$ cat config.mk
export PLATFORM = sky130hd
export DESIGN_NAME = alu_acc_seq
export DESIGN_NICKNAME = d
export VERILOG_FILES = /design/src/rtl/alu_acc_seq.sv
export SDC_FILE = /design/constraint.sdc
export NUM_CORES = 1
export LEC_CHECK = 0
export BUFFER_PORTS_ARGS = -buffer_cell sky130_fd_sc_hd__buf_4
export CORE_MARGIN = 2
export CORE_UTILIZATION = 49
export CTS_CLUSTER_SIZE = 10
export DETAILED_ROUTE_END_ITERATION = 8
export PLACE_DENSITY = 0.89
export SLEW_MARGIN = 10
export SYNTH_ARGS = -nofsm -noshare
export SYNTH_HDL_FRONTEND = slang
export SYNTH_SLANG_ARGS = --single-unit
export TNS_END_PERCENT = 20
$ cat constraint.sdc
create_clock -name clk -period 2.2 [get_ports clk]
set_input_delay 0.22 -clock clk [delete_from_list [all_inputs] [get_ports clk]]
set_output_delay 0.22 -clock clk [all_outputs]
set_load 0.03 [all_outputs]
$ cat src/rtl/alu_acc_seq.sv
// Accumulator sequencer driving a 4-bit combinational ALU.
// Holds ALU inputs for a settle window, then captures result and flags.
module alu_acc_seq #(
  parameter int unsigned SETTLE_CYCLES = 1
) (
  input  logic       clk,
  input  logic       reset,
  input  logic       in_valid,
  output logic       in_ready,
  input  logic       in_load,
  input  logic [2:0] in_op,
  input  logic [3:0] in_data,
  output logic [3:0] alu_a,
  output logic [3:0] alu_b,
  output logic [2:0] alu_func,
  input  logic [3:0] alu_y,
  input  logic       alu_c,
  input  logic       alu_v,
  output logic [3:0] acc,
  output logic [3:0] flags,
  output logic       out_valid,
  output logic [7:0] op_count
);

  typedef enum logic [1:0] {
    IDLE,
    ISSUE,
    DONE
  } state_e;

  localparam logic [3:0] LAST = 4'(SETTLE_CYCLES - 1);

  state_e     state_q, state_d;
  logic [3:0] cnt_q, cnt_d;
  logic [3:0] acc_q, acc_d;
  logic [3:0] flags_q, flags_d;
  logic [3:0] alu_a_q, alu_a_d;
  logic [3:0] alu_b_q, alu_b_d;
  logic [2:0] alu_func_q, alu_func_d;
  logic       arith_q, arith_d;
  logic [7:0] op_count_q, op_count_d;
  logic       accept;

  assign in_ready  = (state_q == IDLE) & ~reset;
  assign out_valid = (state_q == DONE);
  assign accept    = in_valid & in_ready;

  assign acc      = acc_q;
  assign flags    = flags_q;
  assign alu_a    = alu_a_q;
  assign alu_b    = alu_b_q;
  assign alu_func = alu_func_q;
  assign op_count = op_count_q;

  always_comb begin
    state_d    = state_q;
    cnt_d      = cnt_q;
    acc_d      = acc_q;
    flags_d    = flags_q;
    alu_a_d    = alu_a_q;
    alu_b_d    = alu_b_q;
    alu_func_d = alu_func_q;
    arith_d    = arith_q;
    op_count_d = op_count_q;
    unique case (state_q)
      IDLE: begin
        if (accept) begin
          if (in_load) begin
            acc_d      = in_data;
            flags_d    = {in_data == 4'd0, in_data[3], 2'b00};
            op_count_d = op_count_q + 8'd1;
            state_d    = DONE;
          end else begin
            alu_a_d    = acc_q;
            alu_b_d    = in_data;
            alu_func_d = in_op;
            // only add/sub report carry and overflow
            arith_d    = (in_op == 3'b000) | (in_op == 3'b001);
            cnt_d      = 4'd0;
            state_d    = ISSUE;
          end
        end
      end
      ISSUE: begin
        if (cnt_q == LAST) begin
          acc_d      = alu_y;
          flags_d    = {alu_y == 4'd0, alu_y[3],
                        arith_q & alu_c, arith_q & alu_v};
          op_count_d = op_count_q + 8'd1;
          state_d    = DONE;
        end else begin
          cnt_d = cnt_q + 4'd1;
        end
      end
      DONE: state_d = IDLE;
      default: state_d = IDLE;
    endcase
  end

  always_ff @(posedge clk) begin
    if (reset) begin
      state_q    <= IDLE;
      cnt_q      <= 4'd0;
      acc_q      <= 4'd0;
      flags_q    <= 4'b1000;
      alu_a_q    <= 4'd0;
      alu_b_q    <= 4'd0;
      alu_func_q <= 3'd0;
      arith_q    <= 1'b0;
      op_count_q <= 8'd0;
    end else begin
      state_q    <= state_d;
      cnt_q      <= cnt_d;
      acc_q      <= acc_d;
      flags_q    <= flags_d;
      alu_a_q    <= alu_a_d;
      alu_b_q    <= alu_b_d;
      alu_func_q <= alu_func_d;
      arith_q    <= arith_d;
      op_count_q <= op_count_d;
    end
  end

endmodule

# Word level (Yosys, flattened, before mapping)
# Index checks and enable logic that the tools add are counted.
[word_totals]
n_memories = 0
register_bits = 34
out_inout_bits = 29
latch_bits = 0
inputBits = 17
mem_bits_rw = 0
romBits = 0
[classes]
n_mux = 20
multipliers = 0
bitwise = 7
magnitude_cmp = 0
n_shift = 0
n_reduce_logical = 10
eq_ne = 8
div = 0
n_addsub = 2
[op_table]
columns = ["op", "n"]
rows = [
  ["$mux 4", 9],
  ["$mux 8", 3],
  ["$pmux 4 s2", 3],
  ["$pmux 8 s2", 1],
  ["$logic_not 4->1", 3],
  ["$ne 2x2->1 const B", 5],
  ["$add 8x1->8 const B", 1],
  ["$reduce_and 4->1", 2],
  ["$mux 2", 3],
  ["$add 4x1->4 const B", 1],
  ["$and 1x1->1", 4],
  ["$pmux 2 s2", 1],
  ["$eq 3x1->1 const B", 1],
  ["$logic_not 3->1", 1],
  ["$reduce_and 3->1", 1],
  ["$eq 2x1->1 const B", 1],
  ["$eq 2x2->1 const B", 1],
  ["$logic_not 2->1", 1],
  ["$not 1->1", 2],
  ["$reduce_and 2->1", 1],
  ["$reduce_bool 2->1", 1],
  ["$or 1x1->1", 1],
]

# Logic depth before layout (Yosys ltp)
# Gate-level depths: netlist of the first run.
[logic_depth]
depth_word = 5
depth_mapped = 7
depth_no_buf = 6

# Worst setup path after synthesis of the first run
# OpenSTA, ideal clock, no wires.
[synth_path]
path_type = "register to register"
from = "register cnt_q[0]"
to = "register cnt_q[3]"
path_slack_ps = 388
t_required_ps = 2130
period_less_slack_ps = 1812
setup_time_ps = 70
stages_incl_launch_ff = 8
path_buffers = 1
arrival_time_ps = 1742
cell_sequence = "dfxtp_1 > inv_1 > ha_1 > and4bb_4 > or2_0 > buf_2 > or4_1 > a21oi_1"
[synth_between]
elab_chain_cells = 3
word_cells_on_any_way = 6
[synth_lines]
columns = ["element", "line", "text"]
rows = [
  ["from (decl)", "34", "logic [3:0] cnt_q, cnt_d;"],
  ["from (signal assigned)", "113", "cnt_q <= cnt_d;"],
  ["$add 4x1->4 / $logic_not 4->1 (equally long branches)", "92, 85", ""],
  ["$mux 4 / $ne 2x2->1 (equally long branches)", "n/a", ""],
  ["$pmux 4 s2 / $reduce_and 4->1 (equally long branches)", "n/a", ""],
]
# Parallel ways exist; a longest one is shown, timed or not. The select of a mux whose other input is x is not followed.
# A chain may end at the register's enable or synchronous reset.

# Worst setup path after layout of the first run
# Same ends and word-level chain as after synthesis.

==> results of run 1 <==
## cell usage in the layout, fill, tap and decap left out, types with 2 or more instances in the layout
cell type	n
buf_4	50
dfxtp_1	33
a21oi_1	25
nand2_1	20
nand3_1	16
nor2_1	9
o21ai_0	6
inv_1	5
mux2i_1	5
o31ai_1	5
or4_1	5
clkbuf_4	5
a211oi_1	4
or3_1	4
nor2b_1	3
ha_1	3
nor3_1	2
nand4_1	2
nor4_1	2
## state kept, by name, summed over array words and instances, names as in the netlist
register,count
op_count,8
alu_a,4
alu_b,4
cnt_q,4
flags,4
acc,3
alu_func,3
state_q,2
arith_q,1
## metal layers
| metal | GRT usage, % | routed length, um | vias to the layer above | share of wire, % |
|---|---|---|---|---|
| met5 | 0 | 0 | - | 0 |
| met4 | 8.97 | 34 | 0 | 1.0 |
| met1 | 25.1 | 1480 | 644 | 44 |
| met2 | 30.5 | 1710 | 34 | 50 |
| met3 | 6.15 | 169 | 4 | 5.0 |
| li1 | - | - | 697 | - |
## cells by family (layout without fill, tap and decap cells)
logic type,Yosys count,count (layout)
XOR/XNOR,1,1
AND/OR/NAND/NOR,68,68
AO/OA/AOI/OAI,44,44
multiplexers,5,5
adder cells (fa/ha/maj),3,3
flip-flops,33,33
buffers and inverters,17,62
## metrics by stage
| stage | std cells | hold WS, ns | setup slack (ns) | utilization (%) | instance area, sq um |
|---|---|---|---|---|---|
| after detailed placement | 240 | 0.451 | 0.310 | 64.9 | 1810 |
| after floorplan | 171 | 0.368 | 0.388 | - | 1450 |
| after CTS | 247 | 0.143 | 0.286 | 66.9 | 1860 |
| final | 247 | 0.150 | 0.278 | 66.9 | 1860 |
| after global placement | 240 | 0.444 | 0.356 | 64.9 | 1810 |
| after global routing | 247 | 0.139 | 0.164 | 66.9 | 1860 |
## area by class of cell
cell class              instances  area (sq um)
clock buffers                   7          55.1
well taps                      31          38.8
fillers                       236           921
multi-input cells             121           712
flip-flops and latches         33           661
repair buffers                 50           375
inverters                       5          18.8
## worst reg2reg max path: cells and delay by family (launching register included)
kind | cells | cell delay (ns)
flip-flops | 1 | 0.38
AO/OA/AOI/OAI | 1 | 0.14
AND/OR/NAND/NOR | 3 | 1.09
adder cells (fa/ha/maj) | 1 | 0.19
buffers and inverters | 1 | 0.07
## worst max-delay path by stage
stage                              to  slack (ns)  cells past startpoint
final                        cnt_q[3]        0.28                      6
after detailed placement     cnt_q[3]        0.31                      6
after global routing      op_count[5]        0.16                      6
after CTS                    cnt_q[3]        0.29                      6
after global placement       cnt_q[3]        0.36                      6
after floorplan              cnt_q[3]        0.39                      7
## cell usage after synthesis, drive strengths merged
library cell / number
a211o: 1
a211oi: 4
a21oi: 25
and2b: 1
and3: 1
and4bb: 1
buf: 4
clkbuf: 8
dfxtp: 33
ha: 3
inv: 5
mux2i: 5
nand2: 20
nand2b: 1
nand3: 16
nand4: 2
nor2: 9
nor2b: 3
nor3: 2
nor4: 2
o21a: 1
o21ai: 6
o221a: 1
o221ai: 1
o31ai: 5
or2: 1
or3: 4
or4: 5
xnor2: 1
## where the power goes
part           switching (W)  internal, W
combinational       0.000110    0.0000744
sequential         0.0000146     0.000615
clock               0.000196     0.000151
==> flow_summary.yaml, run 1 <==
cts:
  cts_resized: 0
  clock-root-buffer: "clkbuf_4"
  clkSinkCount: 33
  clk_latency_ns: 0.33
  cts.clk_slew.worst_paths_ns: 0.10
  hold_buffers: 0
  htreeDepth: 2
  postCtsSetupBuffers: 0
  cts_buffers: 5
  clockBufferDepth: 2
  cts_tree: "done"
global_routing:
  grt_use_total_pct: 19.7
  gr-total-overflow: 0
  grt_pass1_wl_um: 5070
  grt_pass1_vias: 1164
  grt_max_degree: 32
  antenna_found_initial: 0
yosys:
  synth_top_family_by_area: "simple AND/OR/NAND/NOR gates"
  ys_seq_elements: 33
  ys_seq_area_share_pct: 45.6
  yosysTopAreaCell: "dfxtp_1"
  synth_xor_area_share_pct: 0.604
  synth-compound-area-share_pct: 18.3
  syn-num-nets: 191
  yosys_warnings: 0
  netlist_area_sq_um: 1450
  synth.avg_cell_area_sq_um: 8.48
  synth_area_leaders: "dfxtp_1 (46%), a21oi_1 (8.6%), nand3_1 (5.5%), nand2_1 (5.2%), mux2i_1 (3.5%)"
  synthSimpleGateAreaFrac_pct: 24.2
  synth_top_area_share_pct: 45.6
  synth_mux_area_share_pct: 3.45
  ys_types: 31
  syn_inst: 171
  synth_fa_ha_area_share_pct: 2.59
worst_setup_path:
  cp.arrival_ns: 2.19
  worstPathCellList: "inv_1 > ha_1 > and4bb_4 > or2_0 > or4_1 > a21oi_1"
  critPathRequiredTime_ns: 2.47
  crit_start: "cnt_q[0]"
  r2r_cells: 6
  cp_max_fo: 7
  reg2reg_from: "cnt_q[0]"
  critPathBufInv: 1
  max_stage_delay_ns: 0.54
  timing.rr.end: "cnt_q[3]"
  cp_slowest_cell: "or4_1"
  end_kind: "flip-flop"
  critPathTopFamily: "simple AND/OR/NAND/NOR gates"
  worstSetupPathType: "flip-flop to flip-flop"
  cp-start-kind: "flip-flop"
  r2r_slack_ns: 0.28
floorplanning:
  row_count: 19
  die_w_um: 58.4
  core_area_sq_um: 2780
  ios: 46
  chipHeight_um: 58.4
  die-area_sq_um: 3410
  start_util_pct: 52.1
timing:
  max_freq_mhz: 520
  drv_slew: 0
  fin_crit_sh_pct: 87.4
  tightest_slew_ns: 0.674
  hold_viol: 0
  period_needed_ns: 1.92
  rsz0062_at_grt: "no"
  setup_viol: 0
  skew_ns: 0.00636
  tns_ns: 0
  slew_headroom_pct: 54.6
hold_path:
  hold_start: "in_op[0]"
  hold_class: "input port to flip-flop"
  min_path_cells: 3
  holdPathEnd: "alu_func[0]"
layout:
  layout.nets: 236
  n_antenna_cell: 0
  layout-drive-gt1-share_pct: 27.8
  area_growth_syn_to_layout_pct: 28.3
detailed_routing:
  vias_per_cell: 5.58
  wl_per_cell_um: 13.7
  drc: 0
  drt.antenna.violating_nets: 0
  drtIter0Drc: 35
  drt-total-wl_um: 3400
  first_pass_iters: 4
  num_vias: 1379
place:
  gp_congestion: 0.820
  hpwl_um: 2430
  port_buffers: 45
power_and_ir_drop:
  leakagePower_nw: 0.717
  vdd_drop_max_mv: 0.607
  powerDensity_nw_per_um2: 624
  fin_total_pwr_w: 0.00116
run_status:
  run_status: "finished clean"
job:
  cap_violations: 0
No activity file was read; power rests on OpenSTA's default activity.
==> inputs of run 2 (changes only) <==
Settings changed: CELL_PAD_IN_SITES_DETAIL_PLACEMENT set to 0, CELL_PAD_IN_SITES_GLOBAL_PLACEMENT set to 1, CORE_ASPECT_RATIO set to 0.8, CORE_UTILIZATION 49 to 36, PLACE_DENSITY 0.89 to 0.9.
==> run 2 against run 1 <==
Register-to-register slack barely moved. Utilization fell by 17 points. Sequential cell count did not move. Clock power rose by 17%. Wire length fell by 0.80%. Die area rose by 34%. Sequential share of layout area fell by 0.91 points. Cell count rose by 9.3%. Maximum frequency fell by 0.67%. Highest routed layer unchanged. First-iteration DRC count rose by 97%. Combinational power barely moved. Non-clock buffer count did not move.
==> flow_summary.yaml, run 2 (same netlist as run 1, synthesis figures left out) <==
run_status:
  run_status: "finished clean"
timing:
  hold_slack_ns: 0.217
  setup_viol: 0
  fin_crit_sh_pct: 88.0
  rsz0062_at_grt: "no"
  tns_ns: 0
  period_needed_ns: 1.94
  slew_headroom_pct: 54.3
  worst_slack_ns: 0.265
  drv_slew: 0
  max_freq_mhz: 517
  tightest_slew_ns: 0.686
  skew_ns: 0.00402
  hold_viol: 0
layout:
  layout-drive-gt1-share_pct: 27.9
  final_cells: 270
  design_area_sq_um: 1910
  n_antenna_cell: 0
  layout_common_cells: "buf_4 (50), dfxtp_1 (33), a21oi_1 (25)"
  layout.nets: 236
  area_growth_syn_to_layout_pct: 31.7
  largest_reg_flops: 8
  mostFrequentLayoutCell: "buf_4"
cts:
  clockBufferDepth: 2
  cts_tree: "done"
  htreeDepth: 2
  clk_latency_ns: 0.28
  cts.clk_slew.worst_paths_ns: 0.06
  clkSinkCount: 33
  postCtsSetupBuffers: 0
  hold_buffers: 0
  clock-root-buffer: "clkbuf_8"
  cts_buffers: 5
  cts_resized: 0
job:
  cap_violations: 0
power_and_ir_drop:
  p_comb_share_pct: 15.2
  leakagePower_nw: 0.726
  pwr-share-clk_pct: 33.2
  powerDensity_nw_per_um2: 640
  switching_power_w: 0.000325
  power_switching_share_pct: 26.6
  p_int_w: 0.000897
  power_frac_seq_pct: 51.6
  vdd_drop_max_mv: 0.377
global_routing:
  busiest_layer: "met2"
  grt_use_met1_pct: 20.3
  grtUsageMet2_pct: 24.2
  grt_use_total_pct: 15.6
  gr-total-overflow: 0
  antenna_found_initial: 0
  grt_max_degree: 32
  grt_pass1_wl_um: 5290
  grtUsageMet3_pct: 4.49
  grt_pass1_vias: 1173
place:
  hpwl_um: 2420
  gp_congestion: 0.811
  dp_cells: 264
  port_buffers: 45
  dpl_worst_slack_ns: 0.292
  postPlaceCellArea_sq_um: 1840
hold_path:
  hold_class: "input port to flip-flop"
floorplanning:
  ios: 46
  row_count: 20
  core_area_sq_um: 3830
  die-area_sq_um: 4550
  start_util_pct: 37.9
  die_w_um: 75.0
  chipHeight_um: 60.8
worst_setup_path:
  cp-start-kind: "flip-flop"
  end_kind: "flip-flop"
  critPathRequiredTime_ns: 2.41
  worstSetupPathType: "flip-flop to flip-flop"
  cp.arrival_ns: 2.15
  cp_max_fo: 7
detailed_routing:
  drt.antenna.violating_nets: 0
  first_pass_iters: 4
  drt-total-wl_um: 3370
  num_vias: 1359
  drc: 0
  wl_per_cell_um: 12.5
  drtIter0Drc: 69
  vias_per_cell: 5.03
run 2: changes by cell type in the layout (fill, tap and decap cells not counted):
cell	before	now
clkbuf_1	1	0
clkbuf_4	5	0
clkinv_2	0	1
clkbuf_8	1	5
run 2: through the flow:
step | utilization, % | total power, W
6_report | 49.9 | 0.00122
5_1_grt | 49.9 | 0.00128
4_1_cts | 49.9 | 0.00124
3_5_place_dp | 47.9 | 0.000829
3_3_place_gp | 47.9 | 0.000828
2_1_floorplan | - | 0.000756
run 2: power by group through the flow:
stage | logic [W] | clock network, W | registers (W)
5_1_grt | 0.000201 | 0.000443 | 0.000632
3_3_place_gp | 0.000184 | 0 | 0.000643
3_5_place_dp | 0.000186 | 0 | 0.000644
2_1_floorplan | 0.0000883 | 0 | 0.000668
6_report | 0.000186 | 0.000406 | 0.000631
4_1_cts | 0.000186 | 0.000419 | 0.000631
run 2: layout make-up:
cell class                      instances  area, sq um
Sequential cell                        33          661
Clock buffer                            5         68.8
Multi-Input combinational cell        121          712
Inverter                                5         18.8
Tap cell                               55         68.8
Fill cell                             375         1920
Timing Repair Buffer                   50          375
Clock inverter                          1         5.00
run 2: path summary, 6_finish.rpt:
check,start,endpoint,depth (start not counted),slack [ns]
worst max-delay path,cnt_q[0],cnt_q[3],6,0.26
worst min-delay path,in_data[2],alu_b[2],3,0.22
worst max register to register,cnt_q[0],cnt_q[3],6,0.26
worst min register to register,alu_a[2],alu_a[2],2,0.45
run 2: critical path: stages, from the launching register on:
cell and delay, ns:
dfxtp_1 0.36, inv_1 0.07, ha_1 0.19, and4bb_4 0.21, or2_0 0.33, or4_1 0.54
a21oi_1 0.15
run 2: layer usage:
metal  routed length, um  vias up
met4                  48        0
met3                 141        6
met2                1500       28
met1                1680      628
met5                   0        -
li1                    -      697
==> inputs of run 3 (changes only) <==
Settings changed: ABC_AREA set to 1, CORE_ASPECT_RATIO 0.8 to 1.25, CORE_UTILIZATION 36 to 35.
==> run 3 against run 2 <==
Clock power grew 11%. Maximum frequency grew 29%. First-iteration DRC count shrank 7.2%. Register-to-register slack gained 0.44 ns. Non-clock buffer count shrank 4. Hold slack lost 0.022 ns. Power grew 1.3%. Worst setup slack gained 0.44 ns. Via count grew 13%.
==> flow_summary.yaml, run 3 <==
run_status:
  run_status: "finished clean"
layout:
  area_growth_syn_to_layout_pct: 28.1
  multi_input_area_sq_um: 779
  largest_reg_flops: 8
  seqCellArea_sq_um: 661
  layout-drive-gt1-share_pct: 23.7
  fillers: 454
  utilization_pct: 46.4
  layout_common_cells: "nand2_1 (82), buf_4 (46), dfxtp_1 (33)"
  layout.nets: 289
  n_antenna_cell: 0
  mostFrequentLayoutCell: "nand2_1"
cts:
  htreeDepth: 2
  postCtsSetupBuffers: 0
  cts_tree: "done"
  clock-root-buffer: "clkbuf_8"
  cts_resized: 0
  cts.clk_slew.worst_paths_ns: 0.07
  clk_latency_ns: 0.29
  hold_buffers: 0
  clkSinkCount: 33
  cts_buffers: 5
  clockBufferDepth: 2
job:
  cap_violations: 0
worst_setup_path:
  r2r_slack_ns: 0.71
  max_stage_delay_ns: 0.38
  critPathBufInv: 1
  worstSetupPathType: "flip-flop to flip-flop"
  cp_slowest_cell: "dfxtp_1"
  worstPathCellList: "nor2_1 > nand4_2 > inv_1 > nand2_1 > a21oi_1"
  cp.arrival_ns: 1.72
  critPathRequiredTime_ns: 2.42
  timing.rr.end: "alu_b[2]"
  critPathTopFamily: "simple AND/OR/NAND/NOR gates"
  end_kind: "flip-flop"
  cp-start-kind: "flip-flop"
  reg2reg_from: "state_q[1]"
  cp_max_fo: 12
  r2r_cells: 5
timing:
  tightest_slew_ns: 0.393
  rsz0062_at_grt: "no"
  drv_slew: 0
  fin_crit_sh_pct: 68.0
  setup_viol: 0
  max_freq_mhz: 669
  period_needed_ns: 1.49
  tns_ns: 0
  slew_headroom_pct: 73.8
  hold_viol: 0
  skew_ns: 0.00684
power_and_ir_drop:
  vdd_drop_max_mv: 0.294
  powerDensity_nw_per_um2: 612
  leakagePower_nw: 0.857
floorplanning:
  core_area_sq_um: 4360
  row_count: 27
  die_w_um: 64.1
  die-area_sq_um: 5070
  start_util_pct: 36.2
  ios: 46
  chipHeight_um: 79.1
place:
  gp_congestion: 0.740
  hpwl_um: 2630
  port_buffers: 45
yosys:
  synthFlopType: "dfxtp_1"
  yosys_warnings: 0
  synth-compound-area-share_pct: 13.5
  yosysTopAreaCell: "dfxtp_1"
  syn_inst: 226
  synth_mux_area_share_pct: 0
  synth_fa_ha_area_share_pct: 2.38
  synth_common_cells: "nand2_1 (82), dfxtp_1 (33), a21oi_1 (28), inv_1 (21), nor2_1 (17)"
  ys_types: 23
  synth_edf_count: 0
  async_flop_share_pct: 0
  synth_area_leaders: "dfxtp_1 (42%), nand2_1 (19%), a21oi_1 (8.9%), inv_1 (5.0%), nor2_1 (4.0%)"
  netlist_area_sq_um: 1580
  synth_top_family_by_area: "simple AND/OR/NAND/NOR gates"
  synth_top_area_share_pct: 41.8
  synth.avg_cell_area_sq_um: 6.99
  synth_xor_area_share_pct: 1.66
  syn-num-nets: 246
  yosysMostFrequentCell: "nand2_1"
  ys_seq_area_share_pct: 41.8
  synthSimpleGateAreaFrac_pct: 31.9
  ys_seq_elements: 33
hold_path:
  hold_start: "in_op[0]"
  hold_class: "input port to flip-flop"
  holdPathEnd: "alu_func[0]"
  min_path_cells: 3
detailed_routing:
  drt.antenna.violating_nets: 0
  drtIter0Drc: 64
  drt-total-wl_um: 3640
  num_vias: 1537
  drc: 0
  vias_per_cell: 4.69
  first_pass_iters: 4
  wl_per_cell_um: 11.1
global_routing:
  grt_pass1_wl_um: 6090
  grt_pass1_vias: 1390
  antenna_found_initial: 0
  grt_max_degree: 35
  gr-total-overflow: 0
  grt_use_total_pct: 15.5
[run 3: cell types whose count changed in the layout (fill, tap and decap cells not counted), moves of 5 or more]
cell / previous run / this run
inv_1: 5 / 21
nand2_1: 20 / 82
nand3_1: 16 / 8
or4_1: 5 / 0
o31ai_1: 5 / 0
nor2_1: 9 / 17
mux2i_1: 5 / 0
[run 3: kinds of logic (layout without fill, tap and decap cells)]
group                      count (synthesis)  count (layout)
adders and majority gates                  3               3
xor gates and xnor gates                   3               3
AOI/OAI and AO/OA                         39              39
and+or+nand+nor                          117             117
buffers and inverters                     31              75
DFF                                       33              33
[run 3: worst reg2reg max path: stages, from the launching register on]
cell and delay (ns):
dfxtp_1 0.38, nor2_1 0.22, nand4_2 0.21, inv_1 0.37, nand2_1 0.12, a21oi_1 0.14
[run 3: final cells by class]
| type | instances | area share (%) |
|---|---|---|
| clock buffers | 5 | 3.40 |
| clock inverters | 3 | 0.866 |
| inverters | 21 | 3.90 |
| multi-input cells | 162 | 38.5 |
| flip-flops and latches | 33 | 32.7 |
| well taps | 58 | 3.59 |
| repair buffers | 46 | 17.1 |
[run 3: where the power goes]
part | total, W | switching [W] | internal (W)
sequential | 0.000625 | 0.0000127 | 0.000612
clock | 0.000449 | 0.000231 | 0.000218
combinational | 0.000165 | 0.000103 | 0.0000613
total | 0.00124 | 0.000347 | 0.000891
[run 3: routing by layer]
metal | track usage (%) | wire (um) | share of wire, % | vias to the layer above
met5 | 0 | 0 | 0 | -
met2 | 26.8 | 1830 | 50 | 34
met1 | 17.5 | 1580 | 43 | 701
met3 | 4.96 | 177 | 4.9 | 5
met4 | 6.52 | 63 | 1.7 | 0
li1 | - | - | - | 797
[run 3: how the worst max path moves through the flow]
stage           startpoint           to  slack (ns)  depth (start not counted)
2_1_floorplan  op_count[1]  op_count[6]        0.81                          8
3_3_place_gp         reset     cnt_q[1]        0.73                          8
3_5_place_dp         reset     cnt_q[3]        0.67                          8
4_1_cts         state_q[1]     alu_b[2]        0.69                          5
5_1_grt         state_q[1]     alu_b[2]        0.54                          5
6_report        state_q[1]     alu_b[2]        0.71                          5
[run 3: per-stage QoR]
step           cells  total power [W]  hold WS (ns)  worst slack (ns)  cell area [sq um]
5_1_grt          328          0.00130         0.190             0.535               2020
6_report         328          0.00124         0.195             0.705               2020
3_3_place_gp     320         0.000804         0.457             0.729               1940
4_1_cts          328          0.00125         0.185             0.689               2020
2_1_floorplan    226         0.000744         0.363             0.812               1580
3_5_place_dp     320         0.000804         0.460             0.667               1940
